**src/rtl/crt_sync_gen.sv**
```systemverilog
// Free-running 640x480 CRT timing generator. A clock divider produces the pixel
// tick, and h/v counters drive registered sync, blanking and address outputs.
module crt_sync_gen #(
  parameter int CLK_DIV = 4,
  parameter int H_TOTAL = 800,
  parameter int V_TOTAL = 525
) (
  input  logic       CLK,
  input  logic       RESET,
  output logic [9:0] col_addr,
  output logic [8:0] row_addr,
  output logic       hs,
  output logic       vs,
  output logic       rdn,
  output logic       fresh,
  output logic       px_tick
);

  localparam int DW = (CLK_DIV > 2) ? $clog2(CLK_DIV) : 1;
  localparam logic [DW-1:0] DIV_LAST = DW'(CLK_DIV - 1);
  localparam logic [9:0]    H_LAST   = 10'(H_TOTAL - 1);
  localparam logic [9:0]    V_LAST   = 10'(V_TOTAL - 1);

  localparam logic [9:0] H_VIS    = 10'd640;
  localparam logic [9:0] H_SYNC_S = 10'd656;
  localparam logic [9:0] H_SYNC_E = 10'd751;
  localparam logic [9:0] V_VIS    = 10'd480;
  localparam logic [9:0] V_SYNC_S = 10'd490;
  localparam logic [9:0] V_SYNC_E = 10'd491;

  logic [DW-1:0] div_cnt_q, div_cnt_d;
  logic [9:0]    h_q, h_d;
  logic [9:0]    v_q, v_d;
  logic [8:0]    row_q, row_d;
  logic          hs_q, hs_d;
  logic          vs_q, vs_d;
  logic          rdn_q, rdn_d;
  logic          fresh_q, fresh_d;
  logic          px_tick_q, px_tick_d;
  logic          tick_now;

  always_comb begin
    tick_now  = (div_cnt_q == DIV_LAST);
    div_cnt_d = tick_now ? '0 : div_cnt_q + 1'b1;
    h_d       = h_q;
    v_d       = v_q;
    if (tick_now) begin
      if (h_q == H_LAST) begin
        h_d = '0;
        v_d = (v_q == V_LAST) ? '0 : v_q + 10'd1;
      end else begin
        h_d = h_q + 10'd1;
      end
    end
    // Decode from the next-state counters so every output lines up with col/row.
    px_tick_d = (div_cnt_d == DIV_LAST);
    row_d     = (v_d < V_VIS) ? v_d[8:0] : 9'd511;
    hs_d      = !((h_d >= H_SYNC_S) && (h_d <= H_SYNC_E));
    vs_d      = !((v_d >= V_SYNC_S) && (v_d <= V_SYNC_E));
    rdn_d     = !((h_d < H_VIS) && (v_d < V_VIS));
    fresh_d   = (v_d >= V_VIS);
  end

  always_ff @(posedge CLK or negedge RESET) begin
    if (!RESET) begin
      div_cnt_q <= '0;
      h_q       <= '0;
      v_q       <= '0;
      row_q     <= '0;
      hs_q      <= 1'b1;
      vs_q      <= 1'b1;
      rdn_q     <= 1'b0;
      fresh_q   <= 1'b0;
      px_tick_q <= 1'b0;
    end else begin
      div_cnt_q <= div_cnt_d;
      h_q       <= h_d;
      v_q       <= v_d;
      row_q     <= row_d;
      hs_q      <= hs_d;
      vs_q      <= vs_d;
      rdn_q     <= rdn_d;
      fresh_q   <= fresh_d;
      px_tick_q <= px_tick_d;
    end
  end

  assign col_addr = h_q;
  assign row_addr = row_q;
  assign hs       = hs_q;
  assign vs       = vs_q;
  assign rdn      = rdn_q;
  assign fresh    = fresh_q;
  assign px_tick  = px_tick_q;

endmodule
```
**config.mk**
```make
export PLATFORM = sky130hd
export DESIGN_NAME = crt_sync_gen
export DESIGN_NICKNAME = d
export VERILOG_FILES = /design/src/rtl/crt_sync_gen.sv
export SDC_FILE = /design/constraint.sdc
export NUM_CORES = 1
export LEC_CHECK = 0
export ABC_AREA = 1
export BUFFER_PORTS_ARGS = -buffer_cell sky130_fd_sc_hd__buf_2
export CAP_MARGIN = 20
export CORE_MARGIN = 2
export CORE_UTILIZATION = 45
export DETAILED_ROUTE_END_ITERATION = 8
export HOLD_SLACK_MARGIN = 0.03
export PLACE_DENSITY = 0.64
export SLEW_MARGIN = 30
export SYNTH_ARGS = -nofsm -noshare
export SYNTH_HDL_FRONTEND = slang
export SYNTH_SLANG_ARGS = --single-unit
export TNS_END_PERCENT = 30
```
**constraint.sdc**
```tcl
create_clock -name CLK -period 1.8 [get_ports CLK]
set_input_delay 0.54 -clock CLK [delete_from_list [all_inputs] [get_ports CLK]]
set_output_delay 0.54 -clock CLK [all_outputs]
set_load 0.01 [all_outputs]
```
### After elaboration in Yosys (flattened, before gate mapping)

Index checks and enable logic that the tools add are counted.

* bits of input ports: 2
* bits in registers: 36
* word-level logic and storage cells: 36

* mux-type cells: 7
* $lt $le $gt $ge: 7
* equal/unequal tests: 4
* $add $sub $neg: 3
* reductions and logical operators: 6

Operator list (number)
* 10-bit 2-to-1 mux: 5
* 10-bit by 1-bit adder with 10-bit output (second input constant): 2
* 10-bit == test (second input constant): 2
* 10-bit by 9-bit greater-or-equal comparator with 1-bit output (second input constant): 2
* 10-bit greater-or-equal comparator (second input constant): 1
* 10-bit <= comparator (second input constant): 1
* 10-bit by 9-bit <= comparator with 1-bit output (second input constant): 1
* 10-bit < comparator (second input constant): 1
* 10-bit by 9-bit < comparator with 1-bit output (second input constant): 1
* 9-bit 2-to-1 mux: 1
* 2-bit == test (second input constant): 2
* 1-bit logical AND: 3
* 1-bit logical NOT: 3
* 2-bit by 1-bit adder with 2-bit output (second input constant): 1
* 2-bit 2-to-1 mux: 1

### Longest topological paths before layout

Gate-level depths: netlist of run 1.

* word-level depth: 7
* depth in mapped cells: 14

### Least setup slack after synthesis of run 1

Ideal clock, no wire load.

* kind: reg-to-reg
* start point: register h_q[0] (netlist: col_addr[0])
* end point: register row_q[1] (netlist: row_addr[1])
* path slack: 0.047 ns
* buffers on the path: 1
* data required time: 1.672 ns
* period minus slack after synthesis: 1.753 ns
* stages on the path, launching flop included: 12
* arrival: 1.625 ns
* cells stage by stage: dfrtp_1 > ha_1 > nand3_1 > nor2_1 > nand2_2 > nor2_2 > nand4_2 > nand2_2 > inv_2 > o21ai_2 > buf_4 > nand3_1

* cells in the longest elaborated chain, start to end: 5

RTL lines
* start, declared: line 32 `logic [9:0] h_q, h_d;`
* start signal, assigned: line 67 `h_q <= '0;`
* start signal, assigned: line 77 `h_q <= h_d;`
* 10-bit == test (*): line 48 `if (h_q == H_LAST) begin`
* 10-bit 2-to-1 mux (*): line 48
* 10-bit 2-to-1 mux (*): line 47 `if (tick_now) begin`
* 10-bit by 9-bit < comparator with 1-bit output: line 57 `row_d = (v_d < V_VIS) ? v_d[8:0] : 9'd511;`
* 9-bit 2-to-1 mux (*): line 57
* via row_d[1]: line 34 `logic [8:0] row_q, row_d;`
* end signal, assigned: line 79 `row_q <= row_d;`
* end, declared: line 34

The timed path passes the listed nets; every way through them passes the cells marked *.

### Worst setup path after layout of run 1

* start point: register h_q[1] (netlist: col_addr[1])
* end point: register row_q[6] (netlist: row_addr[6])

The elaborated chain is that of the path after synthesis.

==> reports/qor.txt, run 1 <==
OUTCOME
----------------------------------------------------------------------------------------------------
Outcome                                                                                 complete, but fails checks
Violated checks                                                                         negative setup slack

GLOBAL ROUTING
----------------------------------------------------------------------------------------------------
Number of global-route vias before repair                                                      1,575
Antenna violations before repair                                                                   0
Total routing usage reported by global routing                                                 0.192
First-pass GRT wire length                                                                   7.33 mm
Maximum number of pins on one net before global-route repair                                      21
Overall overflow remaining after global route                                                      0

DETAILED ROUTING
----------------------------------------------------------------------------------------------------
Vias per inst                                                                                   4.91
Antenna viol nets, final                                                                           0
Detailed-route wire length per cell                                                          12.7 µm
Via count of the routed design                                                                 1,816
Number of design-rule violations left by the first detailed-router iteration                      66
Number of detailed-route iterations in the first pass                                              4
Aggregate routed wire length                                                                 4.70 mm
Remaining DRCs                                                                                     0

TIMING
----------------------------------------------------------------------------------------------------
Tightest slew margin relative to the limit                                                     0.730
Time the worst path needs with I/O delays and setup                                          1.80 ns
WHS                                                                                         0.167 ns
Measured slew at the worst slew-check pin                                                   0.405 ns
Max-slew violations                                                                                0
Hold Violations, Final                                                                             0
Maximum clock rate                                                                         0.555 GHz
Total of endpoints with negative setup slack in the final report                                   1
Setup slack after layout                                                                 -0.00105 ns
Share of the clock period used by the worst path                                                1.00
Worst Clk Skew                                                                            0.00843 ns
Setup repair after global routing missed its margin                                              yes

PWR
----------------------------------------------------------------------------------------------------
Pwr per Cell Area                                                                         534 nW/µm²
Leakage                                                                                      1.50 nW
Maximum VDD drop                                                                              384 µV
Total power of the final layout                                                            0.00144 W

SYNTH
----------------------------------------------------------------------------------------------------
Post-synth EDFFs                                                                                   0
Average size of a mapped cell                                                               7.76 µm²
Xor-xnor portion of the synthesized cell area                                                 0.0223
Cell types with the largest area share after synthesis                                  sky130_fd_sc_hd__dfrtp_1 43%, sky130_fd_sc_hd__nand2_1 13%, sky130_fd_sc_hd__inv_1 8.4%
Post-synthesis simple-gate area fraction                                                       0.341
Leading cell types by count after synthesis                                             66 x sky130_fd_sc_hd__nand2_1, 44 x sky130_fd_sc_hd__inv_1, 34 x sky130_fd_sc_hd__dfrtp_1
Largest family of logic cells by synthesized area                                       simple AND/OR/NAND/NOR gates
Primary FF master, synth                                                                sky130_fd_sc_hd__dfrtp_1
Seq/Total Area, Yosys                                                                          0.460
Flop and latch count out of synthesis                                                             36
Post-synthesis compound-gate area fraction                                                    0.0351
Proportion of netlist area held by the largest area contributor                                0.433
Post-synthesis mux area share                                                                      0
Number of cells produced by synthesis                                                            253
Top-count cell post-synth                                                               sky130_fd_sc_hd__nand2_1
Syn nets                                                                                         260
Netlist area before placement                                                               1960 µm²
Count of synthesis-stage warnings from yosys                                                       0
Adder-cell area share of the yosys netlist                                                    0.0319
Number of distinct library cells after synthesis                                                  27
Post-synthesis cell type with the largest combined area                                 sky130_fd_sc_hd__dfrtp_1
Share of synthesized registers carrying an async set or reset                                   1.00

PLACEMENT
----------------------------------------------------------------------------------------------------
Post-detailed-placement half-perimeter wirelength                                            3.26 mm
I/O Buffers                                                                                       25
Pre-CTS setup slack                                                                      -0.00326 ns
Routability-driven placement congestion ratio                                                  0.893
Post-Place Cells                                                                                 349

CRITICAL PATH
----------------------------------------------------------------------------------------------------
Kind of launch point of the worst setup path                                                register
Worst r2r dst                                                                            row_addr[6]
Max Fanout on Critical Path                                                                        6
Worst endpoint required time                                                                 2.03 ns
Cell type group with the largest total delay on the critical path                       simple AND/OR/NAND/NOR gates
Slowest library cell on the worst path                                                  sky130_fd_sc_hd__dfrtp_1
Buffer and inverter count on the worst path                                                        3
Critical Path AT                                                                             2.03 ns
Worst R2R Setup Slack                                                                      -0.001 ns
Crit path capture type                                                                      register
Origin of the critical flop-to-flop path                                                 col_addr[1]
CP cell instances                                                                       ha_4, nand4_1, nor2_4, buf_6, nand4_1, nand2_2, nand2_2, inv_2, o21ai_4, buf_6, nand3_1
Number of cells on the worst reg-to-reg path                                                      11
Category of the critical setup timing path                                                   reg2reg
Delay of the slowest cell on the worst path                                                  0.41 ns

LAYOUT
----------------------------------------------------------------------------------------------------
Filler cells                                                                                     394
Layout Area Growth over Synthesis                                                              37.0%
Post-layout net count                                                                            324
Share of layout cells above drive strength 1                                                   0.374
N_diodes                                                                                           0
Sequential cell area in the final layout                                                     906 µm²
Number of cells in the finished layout apart from fillers                                        370
Area of the multi-input gates                                                               1030 µm²

DIE
----------------------------------------------------------------------------------------------------
Row Count                                                                                         24
Starting Density                                                                               0.460
I/O pin count                                                                                     26
Die height                                                                                   70.1 µm
DIE AREA                                                                                    4910 µm²
Core Area                                                                                   4260 µm²
Horiz. Die Dim                                                                               70.1 µm

CLOCKING
----------------------------------------------------------------------------------------------------
Num CTS Buffers                                                                                    5
Number of clock sinks                                                                             36
Clock latency on the worst-skew pair                                                         0.29 ns
CTS HTree Levels                                                                                   2
Cell at the root of the clock tree                                                      sky130_fd_sc_hd__clkbuf_8
Deepest clock path buffer count                                                                    2
Clock-pin slew reported for the worst setup and hold paths after clock tree synthesis        0.07 ns
CTS tree                                                                                         yes

JOB
----------------------------------------------------------------------------------------------------
Max-cap violations                                                                                 0

MIN PATH
----------------------------------------------------------------------------------------------------
Type of the tightest min-delay check                                                        in2async

layer usage:
layer,global-route usage,vias up,share of wire
met2,0.303,38,0.49
met3,0.0433,8,0.039
li1,-,914,-
met1,0.259,856,0.46
met4,0.0705,0,0.013
met5,0,-,0
cell type report:
cell class                      instances  area share
Inverter                               46      0.0660
Multi-Input combinational cell        167       0.382
Timing Repair Buffer                   61       0.156
Clock buffer                            7      0.0321
Clock inverter                          1     0.00279
Tap cell                               52      0.0242
Sequential cell                        36       0.337
cell families after synthesis:
| group | Yosys count |
|---|---|
| AO/OA/AOI/OAI | 11 |
| XOR/XNOR | 5 |
| adder cells (fa/ha/maj) | 5 |
| buffers and inverters | 52 |
| flip-flops | 36 |
| AND/OR/NAND/NOR | 144 |
where the power goes:
part	switching (W)	internal, W	total, W
combinational	0.0000162	0.00000508	0.0000212
sequential	0	0.000809	0.000809
clock	0.000295	0.000311	0.000606
repair_timing:
item,in CTS,in global routing
cloned,0,2
endpoints found under the setup margin,12,16
hold endpoints to repair,0,0
hold buffers,0,0
resized for setup,3,43
pin swaps,1,22
buffers inserted,0,11
through the flow:
stage                      TNS, ns  area [µm²]  utilization
after global placement           0        2310        0.542
after CTS                        0        2410        0.566
after global routing         -1.10        2690        0.631
after detailed placement  -0.00326        2310        0.542
final                     -0.00105        2690        0.631
after floorplan                  0        1960            -
cell usage in the layout (no fill, tap or decap), types with 2 or more instances in the layout:
cell,n
sky130_fd_sc_hd__inv_2,2
sky130_fd_sc_hd__o21ai_0,3
sky130_fd_sc_hd__dfrtp_2,2
sky130_fd_sc_hd__dfstp_2,2
sky130_fd_sc_hd__nor2_1,14
sky130_fd_sc_hd__nand3_4,2
sky130_fd_sc_hd__nor2_4,7
sky130_fd_sc_hd__buf_2,25
sky130_fd_sc_hd__nand2_2,10
sky130_fd_sc_hd__dfrtp_1,32
sky130_fd_sc_hd__nand3_1,21
sky130_fd_sc_hd__xor2_1,5
sky130_fd_sc_hd__nand2_1,60
sky130_fd_sc_hd__buf_6,3
sky130_fd_sc_hd__nand3_2,8
sky130_fd_sc_hd__nor3_1,4
sky130_fd_sc_hd__nor2_2,7
sky130_fd_sc_hd__clkbuf_8,6
sky130_fd_sc_hd__inv_1,43
sky130_fd_sc_hd__buf_4,32
sky130_fd_sc_hd__nand4_1,9
sky130_fd_sc_hd__ha_4,2
sky130_fd_sc_hd__ha_2,2
sky130_fd_sc_hd__a21oi_1,2
how the worst max path moves through the flow:
stage | startpoint | to | slack [ns] | cells after the start
5_1_grt | col_addr[1] | vs | -0.1 | 10
2_1_floorplan | col_addr[0] | row_addr[1] | 0.05 | 11
3_5_place_dp | col_addr[1] | row_addr[0] | -0.003 | 9
3_3_place_gp | v_q[0] | row_addr[6] | 0.03 | 11
6_report | col_addr[1] | row_addr[6] | -0.001 | 11
4_1_cts | col_addr[1] | row_addr[0] | 0.003 | 9
sequential cells by signal, summed over array words and instances (netlist names):
| register | flops |
|---|---|
| vs | 1 |
| div_cnt_q | 2 |
| rdn | 1 |
| hs | 1 |
| px_tick | 1 |
| v_q | 10 |
| fresh | 1 |
| col_addr | 10 |
| row_addr | 9 |
(Power assumes the default switching activity.)
==> run 2: changes to the inputs <==
--- a/config.mk
+++ b/config.mk
@@ -12,7 +12,7 @@
 export CORE_UTILIZATION = 45
 export DETAILED_ROUTE_END_ITERATION = 8
 export HOLD_SLACK_MARGIN = 0.03
-export PLACE_DENSITY = 0.64
+export PLACE_DENSITY = 0.71
 export SLEW_MARGIN = 30
 export SYNTH_ARGS = -nofsm -noshare
 export SYNTH_HDL_FRONTEND = slang
==> constraint.sdc (replaced) <==
create_clock -name CLK -period 1.8 [get_ports CLK]
set_input_delay 0.09 -clock CLK [delete_from_list [all_inputs] [get_ports CLK]]
set_output_delay 0.09 -clock CLK [all_outputs]
set_load 0.01 [all_outputs]
==> run 2 against run 1 <==
The run now ends clean. Total power is 1.2% lower. Critical path depth is 2 lower. Clock skew is 0.0016 ns lower. Hold slack better by 0.24 ns. Wire length is 5.3% lower. Clock-buffer cell count is 1 higher. Critical path type unchanged. Largest cell class unchanged.
==> reports/qor.txt, run 2 (synthesized netlist as in run 1, its figures left out) <==
OUTCOME
----------------------------------------------------------------------------------------------------
Outcome                                                                                 complete, no violations

PLACEMENT
----------------------------------------------------------------------------------------------------
I/O Buffers                                                                                       25
Routability-driven placement congestion ratio                                                  0.877
Post-detailed-placement half-perimeter wirelength                                            3.07 mm
Placement Cell Area                                                                         2250 µm²

PWR
----------------------------------------------------------------------------------------------------
Maximum VDD drop                                                                              414 µV
Clock network fraction of design power                                                         0.417
Total power of the final layout                                                            0.00142 W
Pwr per Cell Area                                                                         569 nW/µm²
Switching Power                                                                           0.000295 W
Combinational share of power                                                                   0.012
Internal power of the cells                                                                0.00112 W
Leakage                                                                                      1.40 nW
Part of the power in registers                                                                 0.571
Net switching share of the total power                                                         0.208

CRITICAL PATH
----------------------------------------------------------------------------------------------------
CP cell instances                                                                       ha_2, nand4_1, nor2_4, nand2_2, o21bai_1, nand2_2, nor2_4, nand3_4, nand3_1
Critical Path AT                                                                             1.99 ns
Max Fanout on Critical Path                                                                        8
Kind of launch point of the worst setup path                                                register
Buffer and inverter count on the worst path                                                        0
Cell type group with the largest total delay on the critical path                       simple AND/OR/NAND/NOR gates
Worst endpoint required time                                                                 2.02 ns
Category of the critical setup timing path                                                   reg2reg
Crit path capture type                                                                      register
Delay of the slowest cell on the worst path                                                  0.35 ns
Slowest library cell on the worst path                                                  sky130_fd_sc_hd__dfrtp_1

TIMING
----------------------------------------------------------------------------------------------------
Share of the clock period used by the worst path                                               0.980
Total of endpoints with negative setup slack in the final report                                   0
Setup repair after global routing missed its margin                                              yes
Time the worst path needs with I/O delays and setup                                          1.76 ns
Max-slew violations                                                                                0
Measured slew at the worst slew-check pin                                                   0.773 ns
Worst Clk Skew                                                                            0.00686 ns
Post-Route Setup TNS                                                                            0 ns
Maximum clock rate                                                                         0.567 GHz
Tightest slew margin relative to the limit                                                     0.485
Hold Violations, Final                                                                             0

DETAILED ROUTING
----------------------------------------------------------------------------------------------------
Post-Route M1 WL                                                                             2.06 mm
Aggregate routed wire length                                                                 4.45 mm
Remaining DRCs                                                                                     0
Vias per inst                                                                                   4.89
Number of design-rule violations left by the first detailed-router iteration                      92
Antenna viol nets, final                                                                           0
Uppermost layer routed                                                                          met4
Via count of the routed design                                                                 1,751
Detailed-route wire length per cell                                                          12.4 µm
Met3 wirelength from detailed routing                                                         205 µm
Number of detailed-route iterations in the first pass                                              4
Detail Route met2 WL                                                                         2.13 mm

CLOCKING
----------------------------------------------------------------------------------------------------
CTS HTree Levels                                                                                   2
Num CTS Buffers                                                                                    5
Clock latency on the worst-skew pair                                                         0.30 ns
Deepest clock path buffer count                                                                    2
CTS tree                                                                                         yes
Clock-pin slew reported for the worst setup and hold paths after clock tree synthesis        0.07 ns
Cell at the root of the clock tree                                                      sky130_fd_sc_hd__clkbuf_8
Number of clock sinks                                                                             36

LAYOUT
----------------------------------------------------------------------------------------------------
Share of layout cells above drive strength 1                                                   0.307
Fin util                                                                                       0.584
Most frequent cells in the layout                                                       62 x sky130_fd_sc_hd__nand2_1, 43 x sky130_fd_sc_hd__inv_1, 33 x sky130_fd_sc_hd__dfrtp_1, 25 x sky130_fd_sc_hd__nand3_1, 25 x sky130_fd_sc_hd__buf_2
Layout Area Growth over Synthesis                                                              26.8%
N_diodes                                                                                           0
Leading cell type in the layout, fill and taps excluded                                 sky130_fd_sc_hd__nand2_1
Finished layout cell area                                                                   2490 µm²
Filler cells                                                                                     398
Post-layout net count                                                                            312

DIE
----------------------------------------------------------------------------------------------------
Die height                                                                                   70.1 µm
Horiz. Die Dim                                                                               70.1 µm
Row Count                                                                                         24
Starting Density                                                                               0.460
I/O pin count                                                                                     26
DIE AREA                                                                                    4910 µm²
Core Area                                                                                   4260 µm²

GLOBAL ROUTING
----------------------------------------------------------------------------------------------------
Maximum number of pins on one net before global-route repair                                      37
Antenna violations before repair                                                                   0
First-pass GRT wire length                                                                   7.22 mm
Number of global-route vias before repair                                                      1,637
Overall overflow remaining after global route                                                      0
Total routing usage reported by global routing                                                 0.188

MIN PATH
----------------------------------------------------------------------------------------------------
Type of the tightest min-delay check                                                        in2async

JOB
----------------------------------------------------------------------------------------------------
Max-cap violations                                                                                 0

## run 2: layout make-up
type,instances,area [µm²],area share
well taps,52,65.1,0.0261
clock buffers,8,90.1,0.0362
inverters,46,173,0.0693
flip-flops and latches,36,905,0.363
multi-input cells,166,935,0.375
repair buffers,50,323,0.130
## run 2: path summary, 6_finish.rpt
check                        startpoint            to  slack, ns  cells past startpoint
max reg2reg                 col_addr[1]   row_addr[7]       0.04                      9
max in group asynchronous         RESET   col_addr[9]       0.86                      2
max                         col_addr[1]   row_addr[7]       0.04                      9
min                               RESET   row_addr[2]       0.41                      2
min reg2reg                div_cnt_q[0]  div_cnt_q[0]       0.45                      1
min in group CLK           div_cnt_q[0]  div_cnt_q[0]       0.45                      1
## run 2: what timing repair did
item                                   CTS  global route
setup endpoints to repair                2            13
setup buffers                            0             5
pin swaps                                1            10
resized for setup                        5            20
gates cloned                             0             1
endpoints found under the hold margin   34             0
hold buffers                             1             0
## run 2: worst register-to-register path, cell delays in order (launching register included)
cell,delay (ns)
sky130_fd_sc_hd__dfrtp_1,0.35
sky130_fd_sc_hd__ha_2,0.21
sky130_fd_sc_hd__nand4_1,0.15
sky130_fd_sc_hd__nor2_4,0.24
sky130_fd_sc_hd__nand2_2,0.06
sky130_fd_sc_hd__o21bai_1,0.14
sky130_fd_sc_hd__nand2_2,0.11
sky130_fd_sc_hd__nor2_4,0.17
sky130_fd_sc_hd__nand3_4,0.14
sky130_fd_sc_hd__nand3_1,0.11
## run 2: stage by stage
step / std cells / hold WS [ns] / setup slack (ns)
finish: 358 / 0.409 / 0.0356
floorplan: 253 / -0.206 / 0.0465
CTS: 352 / 0.432 / 0.00424
global placement: 343 / 0.212 / -0.00929
detailed placement: 343 / 0.214 / -0.0306
global route: 358 / 0.481 / -0.0953
## run 2: routing by layer
layer / GRT usage / vias up
li1: - / 892
met1: 0.245 / 811
met2: 0.299 / 44
met3: 0.0375 / 4
met4: 0.0897 / 0
met5: 0 / -
## run 2: power by group through the flow
| stage | clock network [W] | logic, W | registers (W) |
|---|---|---|---|
| 3_3_place_gp | 0 | 0.0000167 | 0.000824 |
| 6_report | 0.000592 | 0.0000170 | 0.000809 |
| 3_5_place_dp | 0 | 0.0000169 | 0.000824 |
| 4_1_cts | 0.000609 | 0.0000183 | 0.000809 |
| 2_1_floorplan | 0 | 0.000000000633 | 0.000824 |
| 5_1_grt | 0.000630 | 0.0000213 | 0.000808 |
